`config.mk`:
```
export PLATFORM = sky130hd
export DESIGN_NAME = peripheral_bridge_apb2ahb_master
export DESIGN_NICKNAME = d
export VERILOG_FILES = /design/src/rtl/peripheral_bridge_apb2ahb_pkg.sv /design/src/rtl/peripheral_bridge_strb2size.sv /design/src/rtl/peripheral_bridge_apb2ahb_master.sv
export SDC_FILE = /design/constraint.sdc
export NUM_CORES = 1
export LEC_CHECK = 0
export CORE_UTILIZATION = 39
export DETAILED_ROUTE_END_ITERATION = 16
export PLACE_DENSITY = 0.8
export SYNTH_ARGS = -nofsm -noshare
export SYNTH_HDL_FRONTEND = slang
export SYNTH_SLANG_ARGS = --single-unit
```
`constraint.sdc`:
```
create_clock -name HCLK -period 1.78 [get_ports HCLK]
set_clock_uncertainty 0.1 [all_clocks]
set_input_delay 0.267 -clock HCLK [delete_from_list [all_inputs] [get_ports HCLK]]
set_output_delay 0.267 -clock HCLK [all_outputs]
set_load 0.1 [all_outputs]
```
`src/rtl/peripheral_bridge_apb2ahb_pkg.sv`:
```
// ----------------------------------------------------------------------------
// peripheral_bridge_apb2ahb_pkg
// Shared types and AHB encodings for the APB4-slave to AHB3-Lite-master
// bridge. No ports. Imported by peripheral_bridge_strb2size and
// peripheral_bridge_apb2ahb_master.
// Optional feature macro used by the top: PERIPHERAL_BRIDGE_APB2AHB_ERRCAPTURE_EN
// ----------------------------------------------------------------------------
package peripheral_bridge_apb2ahb_pkg;

  typedef enum logic [1:0] {
    ST_IDLE = 2'd0,
    ST_ADDR = 2'd1,
    ST_DATA = 2'd2,
    ST_DONE = 2'd3
  } state_e;

  localparam logic [1:0] HTRANS_IDLE   = 2'b00;
  localparam logic [1:0] HTRANS_NONSEQ = 2'b10;

  localparam logic [2:0] HSIZE_BYTE = 3'b000;
  localparam logic [2:0] HSIZE_HALF = 3'b001;
  localparam logic [2:0] HSIZE_WORD = 3'b010;

  localparam logic [2:0] HBURST_SINGLE = 3'b000;

  localparam logic HRESP_OKAY  = 1'b0;
  localparam logic HRESP_ERROR = 1'b1;

  // Non-cacheable, non-bufferable, privileged data access.
  localparam logic [3:0] HPROT_RESET = 4'b0011;

endpackage

```
`src/rtl/peripheral_bridge_strb2size.sv`:
```
// ----------------------------------------------------------------------------
// peripheral_bridge_strb2size
// Combinational decode of APB write strobes into AHB transfer size and the
// low two address bits. Reads are always word accesses.
// Ports:
//   pstrb_i    [3:0]  APB write strobes
//   pwrite_i          APB direction (1 = write)
//   hsize_o    [2:0]  AHB HSIZE encoding
//   lo_o       [1:0]  low byte-address bits for HADDR
//   illegal_o         strobe pattern has no single-transfer AHB equivalent
// ----------------------------------------------------------------------------
module peripheral_bridge_strb2size
  import peripheral_bridge_apb2ahb_pkg::*;
(
  input  logic [3:0] pstrb_i,
  input  logic       pwrite_i,
  output logic [2:0] hsize_o,
  output logic [1:0] lo_o,
  output logic       illegal_o
);

  always_comb begin
    hsize_o   = HSIZE_WORD;
    lo_o      = 2'b00;
    illegal_o = 1'b0;
    if (pwrite_i) begin
      unique case (pstrb_i)
        4'b1111: begin hsize_o = HSIZE_WORD; lo_o = 2'b00; end
        4'b0011: begin hsize_o = HSIZE_HALF; lo_o = 2'b00; end
        4'b1100: begin hsize_o = HSIZE_HALF; lo_o = 2'b10; end
        4'b0001: begin hsize_o = HSIZE_BYTE; lo_o = 2'b00; end
        4'b0010: begin hsize_o = HSIZE_BYTE; lo_o = 2'b01; end
        4'b0100: begin hsize_o = HSIZE_BYTE; lo_o = 2'b10; end
        4'b1000: begin hsize_o = HSIZE_BYTE; lo_o = 2'b11; end
        default: illegal_o = 1'b1;
      endcase
    end
  end

endmodule

```
`src/rtl/peripheral_bridge_apb2ahb_master.sv`:
```
// ----------------------------------------------------------------------------
// peripheral_bridge_apb2ahb_master
// Same-clock APB4 slave to AHB3-Lite master. Every APB access becomes one
// AHB SINGLE/NONSEQ transfer; PREADY is raised only after the AHB data phase
// has ended. One transfer outstanding, no buffering.
//
// Optional feature macro: PERIPHERAL_BRIDGE_APB2AHB_ERRCAPTURE_EN
//   adds err_clr_i, err_valid_o, err_addr_o (sticky record of the last
//   HADDR that completed with PSLVERR=1).
//
// Ports:
//   HCLK, HRESET                  clock, synchronous active-high reset
//   PSEL PENABLE PWRITE PADDR
//   PWDATA PSTRB PPROT            APB request
//   PRDATA PREADY PSLVERR         APB completion
//   HADDR HWDATA HWRITE HSIZE
//   HBURST HPROT HTRANS HMASTLOCK AHB master request
//   HRDATA HREADY HRESP           AHB response
//
// state | meaning
// ------+---------------------------------------------------------------
// IDLE  | waiting for APB access phase; request fields latched on trigger
// ADDR  | NONSEQ on the bus, held until HREADY
// DATA  | AHB data phase; waits for HREADY, tracks two-cycle ERROR
// DONE  | PREADY for one cycle with PSLVERR / PRDATA
// ----------------------------------------------------------------------------
module peripheral_bridge_apb2ahb_master
  import peripheral_bridge_apb2ahb_pkg::*;
#(
  parameter int                    HADDR_SIZE = 32,
  parameter int                    HDATA_SIZE = 32,
  parameter int                    PADDR_SIZE = 16,
  parameter logic [HADDR_SIZE-1:0] HADDR_BASE = '0
) (
  input  logic                  HCLK,
  input  logic                  HRESET,

  input  logic                  PSEL,
  input  logic                  PENABLE,
  input  logic                  PWRITE,
  input  logic [PADDR_SIZE-1:0] PADDR,
  input  logic [HDATA_SIZE-1:0] PWDATA,
  input  logic [3:0]            PSTRB,
  input  logic [2:0]            PPROT,
  output logic [HDATA_SIZE-1:0] PRDATA,
  output logic                  PREADY,
  output logic                  PSLVERR,

  output logic [HADDR_SIZE-1:0] HADDR,
  output logic [HDATA_SIZE-1:0] HWDATA,
  input  logic [HDATA_SIZE-1:0] HRDATA,
  output logic                  HWRITE,
  output logic [2:0]            HSIZE,
  output logic [2:0]            HBURST,
  output logic [3:0]            HPROT,
  output logic [1:0]            HTRANS,
  output logic                  HMASTLOCK,
  input  logic                  HREADY,
  input  logic                  HRESP
`ifdef PERIPHERAL_BRIDGE_APB2AHB_ERRCAPTURE_EN
  ,
  input  logic                  err_clr_i,
  output logic                  err_valid_o,
  output logic [HADDR_SIZE-1:0] err_addr_o
`endif
);

  state_e state_q, state_d;

  logic [HADDR_SIZE-1:0] haddr_q, haddr_d;
  logic [HDATA_SIZE-1:0] hwdata_q;
  logic [HDATA_SIZE-1:0] rdata_q;
  logic                  hwrite_q;
  logic [2:0]            hsize_q;
  logic [3:0]            hprot_q, hprot_d;
  logic                  err_q;

  logic                  trigger;
  logic [2:0]            dec_hsize;
  logic [1:0]            dec_lo;
  logic                  dec_illegal;
  logic [HADDR_SIZE-1:0] paddr_ext;
  logic                  unused_ok;

  // Byte-address bits of PADDR are replaced by the strobe-derived offset,
  // PPROT[1] (secure) has no AHB3-Lite counterpart.
  assign unused_ok = ^{PADDR[1:0], PPROT[1]};

  assign trigger = PSEL & PENABLE;

  peripheral_bridge_strb2size u_strb2size (
    .pstrb_i   (PSTRB),
    .pwrite_i  (PWRITE),
    .hsize_o   (dec_hsize),
    .lo_o      (dec_lo),
    .illegal_o (dec_illegal)
  );

  always_comb begin
    paddr_ext                   = '0;
    paddr_ext[PADDR_SIZE-1:0]   = {PADDR[PADDR_SIZE-1:2], dec_lo};
    haddr_d                     = HADDR_BASE | paddr_ext;
    hprot_d                     = {1'b0, 1'b0, PPROT[0], ~PPROT[2]};
  end

  // --------------------------------------------------------------------------
  // FSM
  // --------------------------------------------------------------------------
  always_ff @(posedge HCLK) begin
    if (HRESET) state_q <= ST_IDLE;
    else        state_q <= state_d;
  end

  always_comb begin
    state_d = state_q;
    HTRANS  = HTRANS_IDLE;
    PREADY  = 1'b0;
    unique case (state_q)
      ST_IDLE: begin
        if (trigger) state_d = dec_illegal ? ST_DONE : ST_ADDR;
      end
      ST_ADDR: begin
        HTRANS = HTRANS_NONSEQ;
        if (HREADY) state_d = ST_DATA;
      end
      ST_DATA: begin
        // HREADY low with ERROR is the first half of the two-cycle error
        // response; it is treated as a plain wait.
        if (HREADY) state_d = ST_DONE;
      end
      ST_DONE: begin
        PREADY  = 1'b1;
        state_d = ST_IDLE;
      end
      default: state_d = ST_IDLE;
    endcase
  end

  // --------------------------------------------------------------------------
  // Request / response registers
  // --------------------------------------------------------------------------
  always_ff @(posedge HCLK) begin
    if (HRESET) begin
      haddr_q  <= '0;
      hwdata_q <= '0;
      rdata_q  <= '0;
      hwrite_q <= 1'b0;
      hsize_q  <= HSIZE_WORD;
      hprot_q  <= HPROT_RESET;
      err_q    <= 1'b0;
    end else begin
      if (state_q == ST_IDLE && trigger) begin
        haddr_q  <= haddr_d;
        hwdata_q <= PWDATA;
        hwrite_q <= PWRITE;
        hsize_q  <= dec_hsize;
        hprot_q  <= hprot_d;
        err_q    <= dec_illegal;
        rdata_q  <= '0;
      end
      if (state_q == ST_DATA && HREADY) begin
        err_q <= (HRESP == HRESP_ERROR);
        if (HRESP == HRESP_OKAY && !hwrite_q) rdata_q <= HRDATA;
        else                                  rdata_q <= '0;
      end
    end
  end

  assign HADDR     = haddr_q;
  assign HWDATA    = hwdata_q;
  assign HWRITE    = hwrite_q;
  assign HSIZE     = hsize_q;
  assign HPROT     = hprot_q;
  assign HBURST    = HBURST_SINGLE;
  assign HMASTLOCK = 1'b0;

  // Completion fields are only meaningful while PREADY is high.
  assign PSLVERR = (state_q == ST_DONE) & err_q;
  assign PRDATA  = (state_q == ST_DONE) ? rdata_q : '0;

`ifdef PERIPHERAL_BRIDGE_APB2AHB_ERRCAPTURE_EN
  logic                  err_valid_q;
  logic [HADDR_SIZE-1:0] err_addr_q;

  // A new error completion takes priority over a clear in the same cycle.
  always_ff @(posedge HCLK) begin
    if (HRESET) begin
      err_valid_q <= 1'b0;
      err_addr_q  <= '0;
    end else if (state_q == ST_DONE && err_q) begin
      err_valid_q <= 1'b1;
      err_addr_q  <= haddr_q;
    end else if (err_clr_i) begin
      err_valid_q <= 1'b0;
    end
  end

  assign err_valid_o = err_valid_q;
  assign err_addr_o  = err_addr_q;
`endif

endmodule

```
==> flow_metrics.py, run 1 <==
metrics = {
    "placed_design": {
        "placed_cell_area_um2": 6650,
        "gp_congestion": 0.737,
        "port_buffers": 178,
        "hpwlAfterDp_um": 8380,
    },
    "power": {
        "leakage_nw": 2.73,
        "pwr_density_cell_nw_per_um2": 1010,
        "power_mw": 7.19,
        "ir_drop_mv": 0.700,
    },
    "setup_path": {
        "end_kind": "primary output",
        "crit_type": "reg -> out",
        "crit_fanout": 17,
        "worstPathArrival_ns": 1.50,
        "cp.required_ns": 1.41,
        "cp-start-kind": "flop",
    },
    "logic_synthesis": {
        "synth_top_cell_area_share_pct": 46.3,
        "synth.area.top_cells": "dfxtp_1 46%, nand2_1 9.9%, a21oi_1 6.6%",
        "synth_warnings": 0,
        "synth.mux.area_fraction_pct": 0.526,
        "async_flop_share_pct": 0,
        "synth_edf_count": 0,
        "synth_top_family_by_area": "simple AND/OR/NAND/NOR gates",
        "synthAdderAreaFrac_pct": 1.32,
        "synthDistinctLibCells": 36,
        "synth-compound-area-share_pct": 18.1,
        "synth-xor-area-share_pct": 0.460,
        "ys_seq_elements": 88,
        "synth_area_per_cell_um2": 8.73,
        "yosysMostFrequentCell": "nand2_1",
        "synthFlopType": "dfxtp_1",
        "synth_area_um2": 3800,
        "synth_common_cells": "100 x nand2_1, 88 x dfxtp_1, 50 x a21oi_1",
        "netlist_instances": 436,
        "synthSimpleGateAreaFrac_pct": 23.5,
        "synth_top_area_cell": "dfxtp_1",
        "synth_seq_area_share_pct": 46.3,
    },
    "clock_tree": {
        "ctsLongestPathBuffers": 2,
        "h-tree-depth": 3,
        "cts_sinks": 88,
        "path_clk_slew_ns": 0.09,
        "cts_tree": "yes",
        "cts_root_buffer": "clkbuf_8",
        "cts_buffers": 9,
        "clock_latency_ns": 0.35,
    },
    "hold_path": {
        "worstHoldPathType": "in -> reg",
    },
    "sta": {
        "report.final.hold_viol_count": 0,
        "tightest_slew_ns": 0.550,
        "fmaxAchievable_ghz": 0.537,
        "max_slew_margin_pct": 63.3,
        "slew_violations": 0,
        "post-route-period-util_pct": 105,
        "min_period_ns": 1.86,
        "setup_viol": 34,
        "rsz0062_at_grt": "yes",
        "finalWorstSetupSlack_ns": -0.0824,
    },
    "global_route": {
        "track_usage_pct": 23.5,
        "antenna_found_initial": 0,
        "grt_pass1_vias": 3747,
        "grt_max_degree": 52,
        "grt_overflow": 0,
        "grt_pass1_wl_um": 18500,
    },
    "run": {
        "max_cap_viol_count": 0,
    },
    "cells_and_area": {
        "synthToLayoutAreaGrowth_pct": 88.1,
        "final_nets": 728,
        "antenna-diode-count": 0,
        "final_area_um2": 7160,
        "fin_util_pct": 76.7,
        "drive_gt1_share_pct": 35.9,
    },
    "route": {
        "wl_per_cell_um": 15.5,
        "ant_nets": 0,
        "m1WireLength_um": 4500,
        "finalWirelength_um": 11800,
        "routed_via_density": 4.88,
        "num_vias": 3732,
        "wl_met2_um": 5940,
        "drcViolationCount": 0,
        "top_layer_used": "met4",
        "wl_met3_um": 1250,
        "dr.pass1.iters": 6,
        "drtIter0Drc": 87,
    },
    "floorplan": {
        "row_count": 35,
        "die_x_um": 101,
        "die_y_um": 101,
        "num_io_pins": 206,
        "initial_core_util_pct": 40.8,
        "core_um2": 9330,
        "die_area_um2": 10200,
    },
    "run_status": {
        "violations": "negative setup slack",
        "status": "finished, violations left",
    },
}
## what timing repair did
| action | CTS | global route |
|---|---|---|
| hold buffers | 0 | 0 |
| gates cloned | 2 | 1 |
| pin swaps | 8 | 15 |
| endpoints found under the hold margin | 0 | 0 |
| setup buffers | 3 | 8 |
| resized for setup | 32 | 15 |
| endpoints found under the setup margin | 68 | 70 |
## where the power goes
group / leakage (nW) / internal (mW) / switching (mW)
Combinational: 1.91 / 1.29 / 2.02
Sequential: 0.715 / 2.15 / 0.163
Clock: 0.113 / 0.837 / 0.733
## through the flow
| stage | setup TNS [ns] | hold slack (ns) | setup slack, ns | std cells |
|---|---|---|---|---|
| CTS | -4.41 | 0.265 | -0.114 | 755 |
| detailed placement | -22.27 | 0.376 | -0.527 | 734 |
| global placement | -16.18 | 0.369 | -0.404 | 734 |
| global route | -4.30 | 0.288 | -0.154 | 764 |
| finish | -1.92 | 0.289 | -0.0824 | 764 |
| floorplan | -2.62 | 0.291 | -0.0873 | 459 |
## area by class of cell
| class | count | area (um2) |
|---|---|---|
| repair buffers | 214 | 3100 |
| fillers | 591 | 2170 |
| multi-input cells | 314 | 1890 |
| flip-flops and latches | 88 | 1760 |
| well taps | 129 | 161 |
| clock buffers | 10 | 138 |
| clock inverters | 6 | 90.1 |
| inverters | 3 | 11.3 |
## critical path: stages (launching register included)
cell and delay [ns]:
dfxtp_2 0.34, buf_6 0.10, ha_4 0.19, buf_12 0.16, and2_4 0.17, buf_12 0.17
## layer usage
| metal | GRT usage (%) | vias to the layer above |
|---|---|---|
| met1 | 24.2 | 1760 |
| met2 | 43.2 | 174 |
| met4 | 7.69 | 0 |
| met3 | 9.57 | 12 |
| met5 | 0 | - |
| li1 | - | 1786 |
## path summary, 6_finish.rpt
check,slack [ns],cells after the start,startpoint,to
worst max-delay path,-0.08,5,state_q[1],PRDATA[22]
worst min-delay path,0.29,2,HRESET,HWDATA[18]
worst max register to register,-0.01,8,state_q[1],rdata_q[30]
worst min register to register,0.39,2,HADDR[1],HADDR[1]
## logic make-up (layout without fill, tap and decap cells)
| logic type | Yosys count | in the layout |
|---|---|---|
| and+or+nand+nor | 188 | 188 |
| AOI/OAI and AO/OA | 93 | 94 |
| DFF | 88 | 88 |
| buffers and inverters | 58 | 233 |
| adders and majority gates | 4 | 4 |
| xor gates and xnor gates | 2 | 2 |
| muxes | 2 | 2 |
| other | 1 | 24 |
## registers in the layout, indices dropped and copies added, names as in the netlist
| signal | flops |
|---|---|
| HADDR | 16 |
| HPROT | 2 |
| HSIZE | 2 |
| HWDATA | 32 |
| HWRITE | 1 |
| err_q | 1 |
| rdata_q | 32 |
| state_q | 2 |
## layout by cell type (no fill, tap or decap), types with 3 or more instances in the layout
cell	netlist	layout
nand2_1	100	100
nor2_1	18	18
clkdlybuf4s50_1	0	89
a22oi_2	20	20
dfxtp_1	88	86
nor2_2	22	22
conb_1	1	24
buf_4	26	22
clkbuf_8	0	10
buf_6	5	3
and2_4	0	33
buf_12	0	98
a21oi_1	50	50
inv_1	3	3
a22oi_1	12	12
Power figures use the tool's default switching activity.
==> run 2: changes to the inputs <==
Settings changed: ABC_AREA set to 1, PLACE_DENSITY 0.8 to 0.81.
==> run 2 against run 1 <==
Effect of this change: the run still ends with negative setup slack left; design area decreased by 2.2%; wire length decreased by 1.6%; hold slack got worse by 0.044 ns; via count increased by 7.2%; non-clock buffer count decreased by 21; first-iteration DRC count increased by 45%; die area decreased by 0.74%; synthesized cell count increased by 19%; area after synthesis decreased by 0.76%; critical path type unchanged; largest cell class unchanged.
==> flow_metrics.py, run 2 <==
metrics = {
    "setup_path": {
        "end_kind": "primary output",
        "cp-start-kind": "flop",
        "path_buf_inv": 3,
        "critical-path-top-delay-family": "buffers and inverters",
        "worstPathArrival_ns": 1.43,
        "cp.required_ns": 1.41,
        "crit_fanout": 17,
        "crit_path_top_delay_cell": "dfxtp_4",
        "worstPathCellList": "ha_4, buf_12, nand2_2, clkinvlp_4, buf_12",
        "cp_common_cell": "buf_12",
        "max_stage_delay_ns": 0.37,
        "crit_type": "reg -> out",
    },
    "power": {
        "power_mw": 6.80,
        "ir_drop_mv": 0.732,
        "leakage_nw": 2.54,
        "pwr_density_cell_nw_per_um2": 972,
    },
    "run_status": {
        "status": "finished, violations left",
        "violations": "negative setup slack",
    },
    "sta": {
        "rsz0062_at_grt": "yes",
        "finalWorstSetupSlack_ns": -0.0189,
        "slew_violations": 0,
        "hold-worst-slack_ns": 0.246,
        "fmaxAchievable_ghz": 0.556,
        "report.final.hold_viol_count": 0,
        "post-route-period-util_pct": 101,
        "setup_viol": 3,
        "min_period_ns": 1.80,
    },
    "route": {
        "routed_via_density": 4.86,
        "finalWirelength_um": 11600,
        "num_vias": 3999,
        "drtIter0Drc": 126,
        "dr.pass1.iters": 4,
        "drcViolationCount": 0,
        "ant_nets": 0,
        "wl_per_cell_um": 14.2,
    },
    "floorplan": {
        "core_um2": 9330,
        "initial_core_util_pct": 40.5,
        "die_area_um2": 10100,
        "num_io_pins": 206,
        "die_y_um": 100,
        "die_x_um": 100,
        "row_count": 35,
    },
    "clock_tree": {
        "cts_sinks": 88,
        "ctsLongestPathBuffers": 2,
        "clock_latency_ns": 0.34,
        "cts_hold_buffers": 0,
        "cts_buffers": 9,
        "cts_tree": "yes",
        "h-tree-depth": 3,
        "path_clk_slew_ns": 0.09,
        "cts_root_buffer": "clkbuf_8",
    },
    "logic_synthesis": {
        "synth_warnings": 0,
        "synth.area.top_cells": "dfxtp_1 47%, nand2_1 15%, a21oi_1 11%",
        "async_flop_share_pct": 0,
        "synth-compound-area-share_pct": 12.1,
        "synth_edf_count": 0,
        "synthSimpleGateAreaFrac_pct": 25.7,
        "yosysMostFrequentCell": "nand2_1",
        "synth_top_area_cell": "dfxtp_1",
        "synth_area_um2": 3780,
        "synthAdderAreaFrac_pct": 1.33,
        "synth_area_per_cell_um2": 7.25,
        "synth_common_cells": "148 x nand2_1, 88 x dfxtp_1, 84 x a21oi_1",
        "synth.mux.area_fraction_pct": 0,
        "synth_top_family_by_area": "simple AND/OR/NAND/NOR gates",
        "synth_top_cell_area_share_pct": 46.7,
        "synthFlopType": "dfxtp_1",
        "synthDistinctLibCells": 22,
        "synth-xor-area-share_pct": 0,
        "ys_seq_elements": 88,
        "netlist_instances": 521,
        "synth_seq_area_share_pct": 46.7,
    },
    "cells_and_area": {
        "final_nets": 786,
        "drive_gt1_share_pct": 28.4,
        "antenna-diode-count": 0,
        "stdcell_count": 822,
        "fillCellCount": 634,
        "synthToLayoutAreaGrowth_pct": 85.3,
        "final_common_cell": "nand2_1",
        "layout_common_cells": "115 x nand2_1, 97 x buf_12, 89 x clkdlybuf4s50_1",
        "final_area_um2": 7000,
    },
    "global_route": {
        "grt_pass1_wl_um": 18200,
        "grt_overflow": 0,
        "antenna_found_initial": 0,
        "grt_max_degree": 49,
        "track_usage_pct": 22.8,
        "grt_pass1_vias": 3815,
    },
    "placed_design": {
        "port_buffers": 178,
        "gp_congestion": 0.843,
        "placed_cell_area_um2": 6660,
        "place_inst": 803,
        "hpwlAfterDp_um": 8510,
    },
    "run": {
        "max_cap_viol_count": 0,
    },
    "hold_path": {
        "worstHoldPathType": "in -> reg",
    },
}
-- run 2: cells by family (layout without fill, tap and decap cells) --
family	count (synthesis)	after routing
buf+inv	107	256
fa+ha+maj	4	4
compound gates	90	90
simple gates	231	231
other cells	1	24
flops	88	88
-- run 2: timing repair --
item	in CTS	in global routing
resized for setup	2	35
setup endpoints to repair	33	47
buffers inserted	2	1
pin swaps	1	0
-- run 2: final cells by class --
cell class / instances / area, um2 / share of cell area [%]
clock buffer: 10 / 138 / 1.97
clock inverter: 6 / 67.6 / 0.966
inverter: 47 / 300 / 4.29
multi-input combinational: 349 / 1680 / 24.0
sequential: 88 / 1770 / 25.3
tap: 129 / 161 / 2.31
timing repair buffer: 193 / 2880 / 41.2
-- run 2: path summary, 6_finish.rpt --
path                             startpoint           to  slack (ns)  cells after the start
worst max-delay path             state_q[0]   PRDATA[12]       -0.02                      5
worst min-delay path                 HRESET    HADDR[12]        0.25                      2
worst max register to register   state_q[0]   rdata_q[0]        0.10                      6
worst min register to register  rdata_q[24]  rdata_q[24]        0.40                      2
-- run 2: layer usage --
metal	routed length [um]	track usage [%]	vias up
met5	0	0	-
li1	-	-	1946
met3	1140	7.80	16
met4	166	8.14	0
met2	6080	39.6	203
met1	4260	26.0	1834
-- run 2: through the flow --
step / TNS [ns] / utilization [%] / setup WS [ns]
floorplan: -1.80 / - / -0.0600
global placement: 0 / 71.4 / 0.119
detailed placement: 0 / 71.4 / 0.0164
CTS: -0.452 / 74.0 / -0.0308
global route: -1.55 / 75.0 / -0.0683
finish: -0.0354 / 75.0 / -0.0189
-- run 2: worst register-to-register path, cell delays in order (launching register included) --
cell and delay (ns):
dfxtp_4 0.38, inv_1 0.08, ha_1 0.24, nand2_1 0.16
buf_4 0.35, nand3_1 0.16, a21oi_1 0.16
-- run 2: power breakdown --
group / switching [mW] / internal (mW)
Combinational: 1.99 / 1.06
Clock: 0.719 / 0.695
Sequential: 0.182 / 2.16
